## src/rtl/acc_stack_unit.sv

```systemverilog
// acc_stack_unit: accumulator / stack-pointer datapath with a single-outstanding push/pop sequencer.
// Define STACK_GUARD_EN to reject stack overflow/underflow and raise the sticky stack_ovf/stack_unf flags.
module acc_stack_unit #(
  parameter int unsigned       DATA_W      = 16,
  parameter int unsigned       IMM_W       = 8,
  parameter logic [DATA_W-1:0] SP_RESET    = 16'hFFFE,
  parameter int unsigned       SP_STEP     = 2,
  parameter logic [DATA_W-1:0] STACK_LIMIT = 16'hFF00
) (
  input  logic              CLK,
  input  logic              reset,
  input  logic [IMM_W-1:0]  IR,
  input  logic [DATA_W-1:0] MemData,
  input  logic [DATA_W-1:0] ALU,
  input  logic [DATA_W-1:0] MDR,
  input  logic [2:0]        AccSrc,
  input  logic              AccWrite,
  input  logic [1:0]        SpOp,
  input  logic              mem_ready,
  output logic [DATA_W-1:0] AccOutput,
  output logic [DATA_W-1:0] SpOutput,
  output logic [DATA_W-1:0] SE,
  output logic [DATA_W-1:0] SELeft,
  output logic [DATA_W-1:0] ZE,
  output logic [DATA_W-1:0] mem_addr,
  output logic [DATA_W-1:0] mem_wdata,
  output logic              mem_rd,
  output logic              mem_wr,
  output logic              busy,
  output logic              done,
  output logic              stack_ovf,
  output logic              stack_unf
);

  localparam int unsigned       EXT_W      = DATA_W - IMM_W;
  localparam logic [DATA_W-1:0] STEP       = DATA_W'(SP_STEP);
  localparam logic [DATA_W-1:0] PUSH_FLOOR = STACK_LIMIT + STEP;

  localparam logic [1:0] SP_PUSH = 2'b01;
  localparam logic [1:0] SP_POP  = 2'b10;
  localparam logic [1:0] SP_LOAD = 2'b11;

`ifdef STACK_GUARD_EN
  localparam bit GUARD_EN = 1'b1;
`else
  localparam bit GUARD_EN = 1'b0;
`endif

  typedef enum logic [1:0] {
    S_IDLE = 2'd0,
    S_PUSH = 2'd1,
    S_POP  = 2'd2
  } state_t;

  state_t r_state;
  state_t w_state_nxt;

  logic [DATA_W-1:0] r_acc;
  logic [DATA_W-1:0] r_sp;
  logic [DATA_W-1:0] r_addr;
  logic [DATA_W-1:0] r_wdata;
  logic              r_rd;
  logic              r_wr;
  logic              r_busy;
  logic              r_done;
  logic              r_ovf;
  logic              r_unf;

  logic [DATA_W-1:0] w_acc_nxt;
  logic [DATA_W-1:0] w_sp_nxt;
  logic [DATA_W-1:0] w_addr_nxt;
  logic [DATA_W-1:0] w_wdata_nxt;
  logic              w_rd_nxt;
  logic              w_wr_nxt;
  logic              w_done_nxt;
  logic              w_ovf_nxt;
  logic              w_unf_nxt;

  logic [DATA_W-1:0] w_se;
  logic [DATA_W-1:0] w_ze;
  logic [DATA_W-1:0] w_acc_mux;
  logic              w_push_ok;
  logic              w_pop_ok;

  // Immediate forms built straight from IR
  assign w_se   = {{EXT_W{IR[IMM_W-1]}}, IR};
  assign w_ze   = {{EXT_W{1'b0}}, IR};
  assign SE     = w_se;
  assign SELeft = {w_se[DATA_W-2:0], 1'b0};
  assign ZE     = w_ze;

  // Guard checks collapse to constant-true when the guard is compiled out
  assign w_push_ok = !GUARD_EN || (r_sp >= PUSH_FLOOR);
  assign w_pop_ok  = !GUARD_EN || (r_sp < SP_RESET);

  always_comb begin : p_acc_mux
    w_acc_mux = r_acc;
    case (AccSrc)
      3'd0:    w_acc_mux = {IR, {EXT_W{1'b0}}};
      3'd1:    w_acc_mux = MDR;
      3'd2:    w_acc_mux = MemData;
      3'd3:    w_acc_mux = w_se;
      3'd4:    w_acc_mux = ALU;
      3'd5:    w_acc_mux = w_ze;
      3'd6:    w_acc_mux = {r_acc[DATA_W-1:IMM_W], IR};
      default: w_acc_mux = r_acc;
    endcase
  end

  always_ff @(posedge CLK) begin : p_state_reg
    if (!reset) begin
      r_state <= S_IDLE;
      r_acc   <= '0;
      r_sp    <= SP_RESET;
      r_addr  <= '0;
      r_wdata <= '0;
      r_rd    <= 1'b0;
      r_wr    <= 1'b0;
      r_busy  <= 1'b0;
      r_done  <= 1'b0;
      r_ovf   <= 1'b0;
      r_unf   <= 1'b0;
    end else begin
      r_state <= w_state_nxt;
      r_acc   <= w_acc_nxt;
      r_sp    <= w_sp_nxt;
      r_addr  <= w_addr_nxt;
      r_wdata <= w_wdata_nxt;
      r_rd    <= w_rd_nxt;
      r_wr    <= w_wr_nxt;
      r_busy  <= (w_state_nxt != S_IDLE);
      r_done  <= w_done_nxt;
      r_ovf   <= w_ovf_nxt;
      r_unf   <= w_unf_nxt;
    end
  end

  always_comb begin : p_next_state
    w_state_nxt = r_state;
    case (r_state)
      S_IDLE: begin
        if (SpOp == SP_PUSH && w_push_ok) begin
          w_state_nxt = S_PUSH;
        end else if (SpOp == SP_POP && w_pop_ok) begin
          w_state_nxt = S_POP;
        end
      end
      S_PUSH, S_POP: begin
        if (mem_ready) begin
          w_state_nxt = S_IDLE;
        end
      end
      default: w_state_nxt = S_IDLE;
    endcase
  end

  // A rejected push/pop still consumes the cycle, so AccWrite is dropped for it as well
  always_comb begin : p_outputs
    w_acc_nxt   = r_acc;
    w_sp_nxt    = r_sp;
    w_addr_nxt  = r_addr;
    w_wdata_nxt = r_wdata;
    w_rd_nxt    = 1'b0;
    w_wr_nxt    = 1'b0;
    w_done_nxt  = 1'b0;
    w_ovf_nxt   = r_ovf;
    w_unf_nxt   = r_unf;
    case (r_state)
      S_IDLE: begin
        case (SpOp)
          SP_PUSH: begin
            if (w_push_ok) begin
              w_wr_nxt    = 1'b1;
              w_addr_nxt  = r_sp - STEP;
              w_wdata_nxt = r_acc;
            end else begin
              w_ovf_nxt = 1'b1;
            end
          end
          SP_POP: begin
            if (w_pop_ok) begin
              w_rd_nxt   = 1'b1;
              w_addr_nxt = r_sp;
            end else begin
              w_unf_nxt = 1'b1;
            end
          end
          SP_LOAD: begin
            w_sp_nxt = ALU;
            if (AccWrite) begin
              w_acc_nxt = w_acc_mux;
            end
          end
          default: begin
            if (AccWrite) begin
              w_acc_nxt = w_acc_mux;
            end
          end
        endcase
      end
      S_PUSH: begin
        if (mem_ready) begin
          w_sp_nxt   = r_sp - STEP;
          w_done_nxt = 1'b1;
        end else begin
          w_wr_nxt = 1'b1;
        end
      end
      S_POP: begin
        if (mem_ready) begin
          w_acc_nxt  = MemData;
          w_sp_nxt   = r_sp + STEP;
          w_done_nxt = 1'b1;
        end else begin
          w_rd_nxt = 1'b1;
        end
      end
      default: ;
    endcase
  end

  assign AccOutput = r_acc;
  assign SpOutput  = r_sp;
  assign mem_addr  = r_addr;
  assign mem_wdata = r_wdata;
  assign mem_rd    = r_rd;
  assign mem_wr    = r_wr;
  assign busy      = r_busy;
  assign done      = r_done;
  assign stack_ovf = r_ovf;
  assign stack_unf = r_unf;

endmodule

```

## config.mk

```make
export PLATFORM = sky130hd
export DESIGN_NAME = acc_stack_unit
export DESIGN_NICKNAME = d
export VERILOG_FILES = /design/src/rtl/acc_stack_unit.sv
export SDC_FILE = /design/constraint.sdc
export NUM_CORES = 1
export LEC_CHECK = 0
export CORE_MARGIN = 2
export CORE_UTILIZATION = 45
export DETAILED_ROUTE_END_ITERATION = 16
export HOLD_SLACK_MARGIN = 0.05
export PLACE_DENSITY = 0.81
export SETUP_SLACK_MARGIN = 0.05
export SYNTH_ARGS = -nofsm -noshare
export SYNTH_HDL_FRONTEND = slang
export SYNTH_SLANG_ARGS = --single-unit
```

## constraint.sdc

```tcl
create_clock -name CLK -period 3.4 [get_ports CLK]
set_clock_uncertainty 0.2 [all_clocks]
set_input_delay 0.34 -clock CLK [delete_from_list [all_inputs] [get_ports CLK]]
set_output_delay 0.34 -clock CLK [all_outputs]
set_load 0.02 [all_outputs]
```

== Word level (Yosys, flattened, before mapping) ==
Index checks and enable logic that the tools add are counted.

* $add $sub $neg: 2
* Multipliers: 0
* Div/mod/pow operators: 0
* Magnitude comparators: 0
* Eq/ne operators: 19
* Shift-type cells: 0
* Mux-type cells: 20
* Bitwise gates (word level): 0
* Reductions and logical operators: 14

{| class="wikitable"
|+ Operators with widths
! kind !! count
|-
| 16-bit case mux with 7 select lines || 1
|-
| 16-bit two-way mux || 6
|-
| 16-bit case mux with 2 select lines || 2
|-
| 16-bit case mux with 3 select lines || 1
|-
| 16-bit by 2-bit adder with 16-bit output, second input constant || 1
|-
| 16-bit by 2-bit subtractor with 16-bit output, second input constant || 1
|-
| 2-bit != test, second input constant || 6
|-
| 3-bit == test, second input constant || 3
|-
| 8-bit by 1-bit != test with 1-bit output, second input constant || 1
|-
| 7-bit by 1-bit != test with 1-bit output, second input constant || 1
|-
| 2-bit == test, second input constant || 3
|-
| 3-bit by 2-bit == test with 1-bit output, second input constant || 2
|-
| 2-bit two-way mux || 3
|-
| 2-bit AND reduction || 3
|-
| 6-bit AND reduction || 1
|-
| 2-bit nonzero test || 3
|-
| 5-bit AND reduction || 1
|-
| 2-bit by 1-bit == test with 1-bit output, second input constant || 2
|-
| 1-bit two-way mux || 4
|-
| 1-bit case mux with 2 select lines || 2
|-
| 2-bit case mux with 2 select lines || 1
|-
| 4-bit AND reduction || 1
|-
| 2-bit OR reduction || 2
|-
| 3-bit by 1-bit == test with 1-bit output, second input constant || 1
|-
| other kinds (3) || 3
|}

* Register bits: 70
* Bits in latches: 0
* RAM bits: 0
* Memory bits (read-only): 0
* Bits of input ports: 65
* Output and inout port bits: 118
* Word-level logic and storage cells: 65
* Memories: 0

== Longest topological paths before layout ==
Gate-level depths: netlist of run 1.

* Word-level depth: 5
* Mapped depth: 10
* Depth with buffers taken out: 7

== Worst setup path before layout of run 1 ==
No wires, ideal clock.

* Path kind: register to register
* Start point: reg r_sp[1], in the netlist SpOutput[1]
* End point: reg r_sp[15], in the netlist SpOutput[15]
* Setup time: 0.142 ns
* Arrival: 2.288 ns
* Required time: 3.058 ns
* Setup slack: 0.770 ns
* Cell stages (with the launch flop): 10
* Buffers on the path: 2
* Clock period less this slack: 2.630 ns
* Path through: dfxtp_1 inv_1 ha_1 or3b_1 buf_2 or3_1 buf_6 o31a_1 o31ai_2 o2111ai_1

* Cells in the longest elaborated chain, start to end: 3
* Elaborated cells between the ends (all ways): 5
* Classes of those cells: 2 x add/sub; 3 x mux

{| class="wikitable"
|+ RTL lines
! element !! RTL line !! text
|-
| from (decl) || 59 || <nowiki>logic [DATA_W-1:0] r_sp;</nowiki>
|-
| from (signal assigned) || 126 || <nowiki>r_sp <= w_sp_nxt;</nowiki>
|-
| 16-bit by 2-bit adder with 16-bit output or 16-bit by 2-bit subtractor with 16-bit output (tied branches) || 212, 203 ||
|-
| 16-bit two-way mux (on tied branches) || 210, 202 ||
|-
| 16-bit case mux with 3 select lines (*) || 168 || <nowiki>case (r_state)</nowiki>
|}

Every way passes the cells marked *; elsewhere a longest branch is shown, timed or not. The select of a mux whose other input is x is not followed.
A chain may end at the register's enable or synchronous reset.

== Worst setup path in the final report of run 1 ==
* Start point: reg r_state[0]
* End point: reg r_acc[12], in the netlist AccOutput[12]

* Cells in the longest elaborated chain, start to end: 3
* Elaborated cells between the ends (all ways): 10
* Classes of those cells: 6 x eq/ne; 1 x mux; 3 x reduce/logical

{| class="wikitable"
|+ RTL lines
! element !! RTL line !! text
|-
| from (decl) || 55 || <nowiki>state_t r_state;</nowiki>
|-
| from (signal assigned) || 124 || <nowiki>r_state <= w_state_nxt;</nowiki>
|-
| 2-bit logical NOT or 2-bit == test (tied branches) || 168 ||
|-
| 7-bit by 1-bit != test with 1-bit output (no line) (tied with other cells) || -- ||
|-
| 6-bit AND reduction (no line) || -- ||
|-
| to (signal assigned) || 125 || <nowiki>r_acc <= w_acc_nxt;</nowiki>
|-
| to (decl) || 58 || <nowiki>logic [DATA_W-1:0] r_acc;</nowiki>
|}

Parallel ways exist; a longest one is shown, timed or not.

==> results of run 1 <==
[power groups by stage]
stage	logic, mW	registers [mW]	clock network (mW)
final	0.970	0.998	0.794
after global routing	1.05	1.01	0.831
after detailed placement	0.956	1.02	0
after CTS	0.963	0.997	0.793
after global placement	0.935	1.01	0
after floorplan	0.551	1.06	0
[worst min-delay path by stage]
| stage | from | end | slack (ns) | cells after the start |
|---|---|---|---|---|
| 2_1_floorplan | ALU[15] | SpOutput[15] | 0.26 | 2 |
| 3_3_place_gp | mem_wdata[0] | mem_wdata[0] | 0.24 | 2 |
| 3_5_place_dp | mem_wdata[10] | mem_wdata[10] | 0.25 | 2 |
| 4_1_cts | mem_wdata[10] | mem_wdata[10] | 0.26 | 2 |
| 5_1_grt | mem_wdata[3] | mem_wdata[3] | 0.27 | 2 |
| 6_report | mem_wdata[6] | mem_wdata[6] | 0.26 | 2 |
[state kept, by name, summed over array words and instances, names as in the netlist]
signal and count:
AccOutput 16, SpOutput 16, mem_addr 16, mem_wdata 16
r_state 2, busy 1, done 1, mem_rd 1
mem_wr 1
[final cells by class]
cell class                 instances  area, µm²
sequential                        70       1400
tap                              136        170
clock buffer                      10        138
multi-input combinational        454       2820
inverter                          21       78.8
timing repair buffer             184       1810
clock inverter                     6       93.8
fill                             896       3910
[logic make-up after synthesis]
group / share of synthesized area [%]
AOI/OAI and AO/OA: 26.7
xor gates and xnor gates: 3.96
DFF: 28.8
adders and majority gates: 2.31
and+or+nand+nor: 19.5
buffers and inverters: 14.1
muxes: 4.58
other: 0.0771
[synthesized netlist by cell type, types with 9 or more instances]
cell       n  area (µm²)
nand2_1   72         270
dfxtp_1   70        1400
a21oi_1   67         335
buf_4     50         375
clkbuf_1  46         173
o21ai_0   41         205
nor2_1    40         150
mux2i_1   20         200
inv_1     18        67.6
a31oi_1   12        75.1
xnor2_1   12         105
nor3_1    10        50.1
xor2_1    10        87.6
a211oi_1   9        67.6
ha_1       9         113
[cells in the final DEF, fill, tap and decap left out, drive strengths merged, types with 8 or more instances in the layout]
master,instances
clkdlybuf4s50,171
nand2,72
dfxtp,70
a21oi,67
o21ai,42
nor2,40
mux2i,20
inv,19
buf,13
xnor2,12
a31oi,12
nor3,12
conb,11
xor2,10
clkbuf,10
a211oi,10
ha,9
nor4,9
o211ai,8
a2bb2oi,8
nor2b,8
[tightest hold or removal path, stage by stage, from the launching register on]
cell	delay, ns
dfxtp_1	0.32
nand2_1	0.05
a21oi_1	0.05
[layer usage]
layer  global-route usage [%]  wire [µm]  vias up
met2                     40.2       7050      292
met5                        0          0        -
met4                     12.1        392        0
met3                     3.62       1390       32
met1                     34.5       6410     2331
li1                         -          -     2420
==> metrics.md, run 1 <==
| Metric | Value |
|---|---|
| CP Buf/Inv Count | 1 |
| Share of total power consumed by net switching | 35.7% |
| Wire length per cell after detailed routing | 17.3 µm |
| Seq cells post-synth | 70 |
| Mean instance size in the synthesized netlist | 7.59 µm² |
| Count of hold buffers inserted by post-cts repair | 0 |
| Setup Crit Path Kind | register to register |
| Post-synthesis cell type count | 63 |
| Switching power summed over all nets | 0.985 mW |
| Cell with the largest stage delay on the worst path | a31oi_1 |
| P_leak | 2.45 nW |
| Slew headroom | 26.7% |
| Commonest register cell after synthesis | dfxtp_1 |
| Comb power frac | 35.1% |
| Actual transition at the worst max-transition pin | 1.09 ns |
| Starting Density | 46.7% |
| Weighted congestion reported at the end of routability-driven placement | 0.967 |
| Run status | finished clean |
| Hold violation total from the final report | 0 |
| Number of post-CTS setup repair buffers | 0 |
| Fin crit share | 85.6% |
| WL final | 15,200 µm |
| Post-place instance area | 6280 µm² |
| CTS tree | done |
| Source-to-sink clock delay at the later pin of the worst-skew pair | 0.37 ns |
| Violation count after the first detailed-routing iteration | 429 |
| Register clock-pin slew on the reported worst setup and hold paths | 0.09 ns |
| Startpoint of the lowest-slack register-to-register path | r_state[0] |
| Gr usage total | 25.6% |
| Count of max-cap constraint violations | 0 |
| Layout Nets | 814 |
| Final worst path period need | 2.91 ns |
| Crit end category | register |
| Flop pwr share | 36.1% |
| Pin count of the biggest net entering global routing | 37 |
| Number of synthesized flops with an enable pin | 0 |
| Setup slack of the worst register-to-register path | 0.49 ns |
| Pre-CTS WS | 0.485 ns |
| Inserted Diodes | 0 |
| Via density per instance | 5.76 |
| Number of buffers between clock root and the deepest sink | 2 |
| Utilization after layout | 62.5% |
| Total Die Area | 11,700 µm² |
| Gate count of the mapped netlist | 641 |
| Area delta synth->final | 33.8% |
| Count of input and output buffers | 171 |
| Setup repair after global routing missed its margin | false |
| Width of the chip | 108 µm |
| Worst ir drop on vdd | 0.195 mV |
| Final cell count without fillers | 881 |
| Sum of net half-perimeters after detailed placement | 11,300 µm |
| ANT nets after route | 0 |
| Chip Height | 108 µm |
| Number of H-tree branching levels | 3 |
| Number of global-route vias before repair | 4,728 |
| Register-to-Register Path Depth | 7 |
| Sequential element share of the synthesized area | 28.8% |
| Final total negative setup slack | 0 ns |
| Overflow left after global routing | 0 |
| Top Family by Delay on Critical Path | compound AO/OA/AOI/OAI gates |
| Maximum operating frequency | 344 MHz |
| Post-route worst hold slack | 0.260 ns |
| Worst reg2reg endpoint | AccOutput[12] |
| Critical Path Sink | AccOutput[12] |
| Global-route wire length before repair | 23,600 µm |
| Total power | 2.76 mW |
| Antenna violations before repair | 0 |
| Final WS setup | 0.490 ns |
| Total non-filler cell area in the finished layout | 6510 µm² |
| Library cell used as clock root buffer | clkbuf_8 |
| CTS sink count | 70 |
| Data arrival, critical path | 3.00 ns |
| Post-detailed-route DRC marker count | 0 |
| Cell-by-cell trace of the critical path | inv_1 -> ha_1 -> nor2b_1 -> o21ai_0 -> a31oi_1 -> o21ai_0 -> a31oi_1 |
| Core Box Area | 10,400 µm² |
| Startpoint type of the worst setup path | register |
| Final setup vio count | 0 |
| Largest fanout of any net on the critical path | 21 |
| Worst hold path class | register to register |
| Total clock buffers created by CTS | 9 |
| Fraction of power consumed by the clock network | 28.7% |
| Data required, critical path | 3.49 ns |
| Yosys warns | 0 |
| Row count | 37 |
| Instance count after placement with tap cells included | 865 |
| Async S/R FF share, synth | 0% |
| Power per unit of standard cell area | 424 nW/µm² |
| Biggest cell delay along the critical path | 0.82 ns |
| Count of pins over their slew limit | 0 |
| Via count | 5,075 |
| Crit. path cell count | 7 |
| Total of cells resized after clock tree synthesis | 0 |
| Number of placed I/O pins | 183 |
| Total standard cell area after synthesis | 4870 µm² |
| Worst setup path start | r_state[0] |
| First-pass iteration count of the detailed router | 5 |
| Cell-internal power | 1.78 mW |
| Layout cell share with drive strength beyond 1 | 6.44% |
(Power assumes the default switching activity.)
==> run 2, diff against run 1 <==
--- a/config.mk
+++ b/config.mk
@@ -10,6 +10,7 @@
 export DETAILED_ROUTE_END_ITERATION = 16
 export HOLD_SLACK_MARGIN = 0.05
 export PLACE_DENSITY = 0.81
+export RECOVER_POWER = 50
 export SETUP_SLACK_MARGIN = 0.05
 export SYNTH_ARGS = -nofsm -noshare
 export SYNTH_HDL_FRONTEND = slang
==> constraint.sdc (replaced) <==
create_clock -name CLK -period 3.4 [get_ports CLK]
set_clock_uncertainty 0.2 [all_clocks]
set_input_delay 0.68 -clock CLK [delete_from_list [all_inputs] [get_ports CLK]]
set_output_delay 0.68 -clock CLK [all_outputs]
set_load 0.02 [all_outputs]
==> metrics.md, run 2 (synthesis gave the netlist of run 1 again) <==
| Metric | Value |
|---|---|
| Run status | finished clean |
| Setup Crit Path Kind | primary input to output pin |
| Instance count after placement with tap cells included | 869 |
| Utilization after layout | 62.4% |
| Maximum operating frequency | 319 MHz |
| Layout Nets | 818 |
| Post-detailed-route DRC marker count | 0 |
| CTS sink count | 70 |
| Hold path startpoint | mem_wdata[4] |
| Width of the chip | 108 µm |
| Overflow left after global routing | 0 |
| Count of max-cap constraint violations | 0 |
| Core Box Area | 10,400 µm² |
| Area delta synth->final | 33.5% |
| Global-route wire length before repair | 24,700 µm |
| Number of post-CTS setup repair buffers | 0 |
| Wire length per cell after detailed routing | 17.6 µm |
| Source-to-sink clock delay at the later pin of the worst-skew pair | 0.36 ns |
| Cell with the largest stage delay on the worst path | clkdlybuf4s50_1 |
| Setup slack of the worst register-to-register path | 0.64 ns |
| Gr usage total | 26.7% |
| Pre-CTS WS | 0.0358 ns |
| ANT nets after route | 0 |
| Total of cells resized after clock tree synthesis | 0 |
| Count of pins over their slew limit | 0 |
| Number of global-route vias before repair | 4,973 |
| Actual transition at the worst max-transition pin | 1.22 ns |
| Startpoint of the lowest-slack register-to-register path | SpOutput[2] |
| Hold path endpoint | mem_wdata[4] |
| Most common library cell in the layout ignoring fill and taps | clkdlybuf4s50_1 |
| Register clock-pin slew on the reported worst setup and hold paths | 0.08 ns |
| Largest fanout of any net on the critical path | 19 |
| P_leak | 2.57 nW |
| Count of hold buffers inserted by post-cts repair | 0 |
| Fin crit share | 92.1% |
| Via density per instance | 5.84 |
| Final cell count without fillers | 885 |
| Share of total power consumed by net switching | 37.0% |
| Hold violation total from the final report | 0 |
| Slew headroom | 18.6% |
| Antenna violations before repair | 0 |
| Most used cell along the critical path | clkdlybuf4s50_1 |
| Layout cell share with drive strength beyond 1 | 6.68% |
| Sum of net half-perimeters after detailed placement | 11,700 µm |
| Most frequent cells in the layout | clkdlybuf4s50_1, nand2_1, dfxtp_1, a21oi_1, dlygate4sd3_1 |
| Count of input and output buffers | 171 |
| Startpoint type of the worst setup path | primary input |
| Number of buffers between clock root and the deepest sink | 2 |
| Setup repair after global routing missed its margin | false |
| Final worst path period need | 3.13 ns |
| WHS Path Cells | 2 |
| Worst reg2reg endpoint | SpOutput[15] |
| Final WS setup | 0.269 ns |
| Data arrival, critical path | 2.25 ns |
| Starting Density | 46.7% |
| Pin count of the biggest net entering global routing | 37 |
| Total clock buffers created by CTS | 9 |
| Final total negative setup slack | 0 ns |
| Final setup vio count | 0 |
| Fraction of power consumed by the clock network | 25.4% |
| Top Family by Delay on Critical Path | buffers and inverters |
| Biggest cell delay along the critical path | 0.83 ns |
| Worst ir drop on vdd | 0.197 mV |
| Inserted Diodes | 0 |
| Power per unit of standard cell area | 401 nW/µm² |
| Cell-by-cell trace of the critical path | clkdlybuf4s50_1 -> clkdlybuf4s50_1 |
| CTS tree | done |
| Cell-internal power | 1.64 mW |
| WL final | 15,500 µm |
| Data required, critical path | 2.52 ns |
| Via count | 5,167 |
| Switching power summed over all nets | 0.963 mW |
| Violation count after the first detailed-routing iteration | 368 |
| Number of placed I/O pins | 183 |
| Worst hold path class | register to register |
| Flop pwr share | 38.3% |
| Comb power frac | 36.4% |
| Weighted congestion reported at the end of routability-driven placement | 0.880 |
| CP Buf/Inv Count | 2 |
| Total Die Area | 11,700 µm² |
| Number of H-tree branching levels | 3 |
| Row count | 37 |
| Library cell used as clock root buffer | clkbuf_8 |
| Number of fill cells in the layout | 914 |
| Chip Height | 108 µm |
| Register-to-Register Path Depth | 7 |
| First-pass iteration count of the detailed router | 5 |
| Crit end category | output pin |
| Total power | 2.60 mW |
-- run 2: changes by cell type in the layout (fill, tap and decap cells not counted), sizes merged --
cell,delta
bufinv,-2
clkbuf,+4
clkinv,-1
clkdlybuf4s50,-63
buf,+2
dlygate4sd3,+63
clkinvlp,+1
-- run 2: worst register-to-register path, cell delays in order, from the launching register on --
cell	delay [ns]
dfxtp_1	0.43
inv_1	0.10
ha_1	0.20
or3b_1	0.50
or3_1	0.54
o31a_1	0.36
o31ai_2	0.17
o2111ai_1	0.14
-- run 2: how the worst max path moves through the flow --
stage	from	to	slack, ns	cells after the start
2_1_floorplan	SpOutput[1]	SpOutput[15]	0.77	9
3_3_place_gp	SpOp[0]	AccOutput[8]	0.22	8
3_5_place_dp	SpOp[0]	AccOutput[0]	0.04	8
4_1_cts	IR[7]	SE[8]	0.23	2
5_1_grt	SpOp[1]	AccOutput[13]	0.11	7
6_report	IR[7]	SE[8]	0.27	2
-- run 2: metal layers --
metal / vias to the layer above / GRT usage (%) / share of wire (%)
li1: 2432 / - / -
met1: 2399 / 34.4 / 42
met2: 299 / 44.2 / 47
met3: 37 / 5.73 / 9.4
met4: 0 / 9.07 / 2.3
met5: - / 0 / 0
-- run 2: layout make-up --
cell class,instances,area [µm²],area share [%]
clock buffers,12,165,2.54
well taps,136,170,2.62
inverters,21,78.8,1.21
clock inverters,4,28.8,0.443
repair buffers,188,1830,28.2
multi-input cells,454,2820,43.4
flip-flops and latches,70,1400,21.6
-- run 2: metrics by stage --
stage,area [µm²],hold WS (ns)
3_3_place_gp,6310,0.244
2_1_floorplan,4900,0.291
4_1_cts,6500,0.260
3_5_place_dp,6310,0.250
6_report,6490,0.252
5_1_grt,6490,0.282
-- run 2: power by group through the flow --
| stage | registers [mW] | clock network, mW | logic, mW |
|---|---|---|---|
| floorplan | 1.06 | 0 | 0.551 |
| global placement | 1.01 | 0 | 0.939 |
| detailed placement | 1.02 | 0 | 0.960 |
| CTS | 0.998 | 0.663 | 0.965 |
| global route | 1.01 | 0.708 | 1.02 |
| finish | 0.996 | 0.660 | 0.947 |
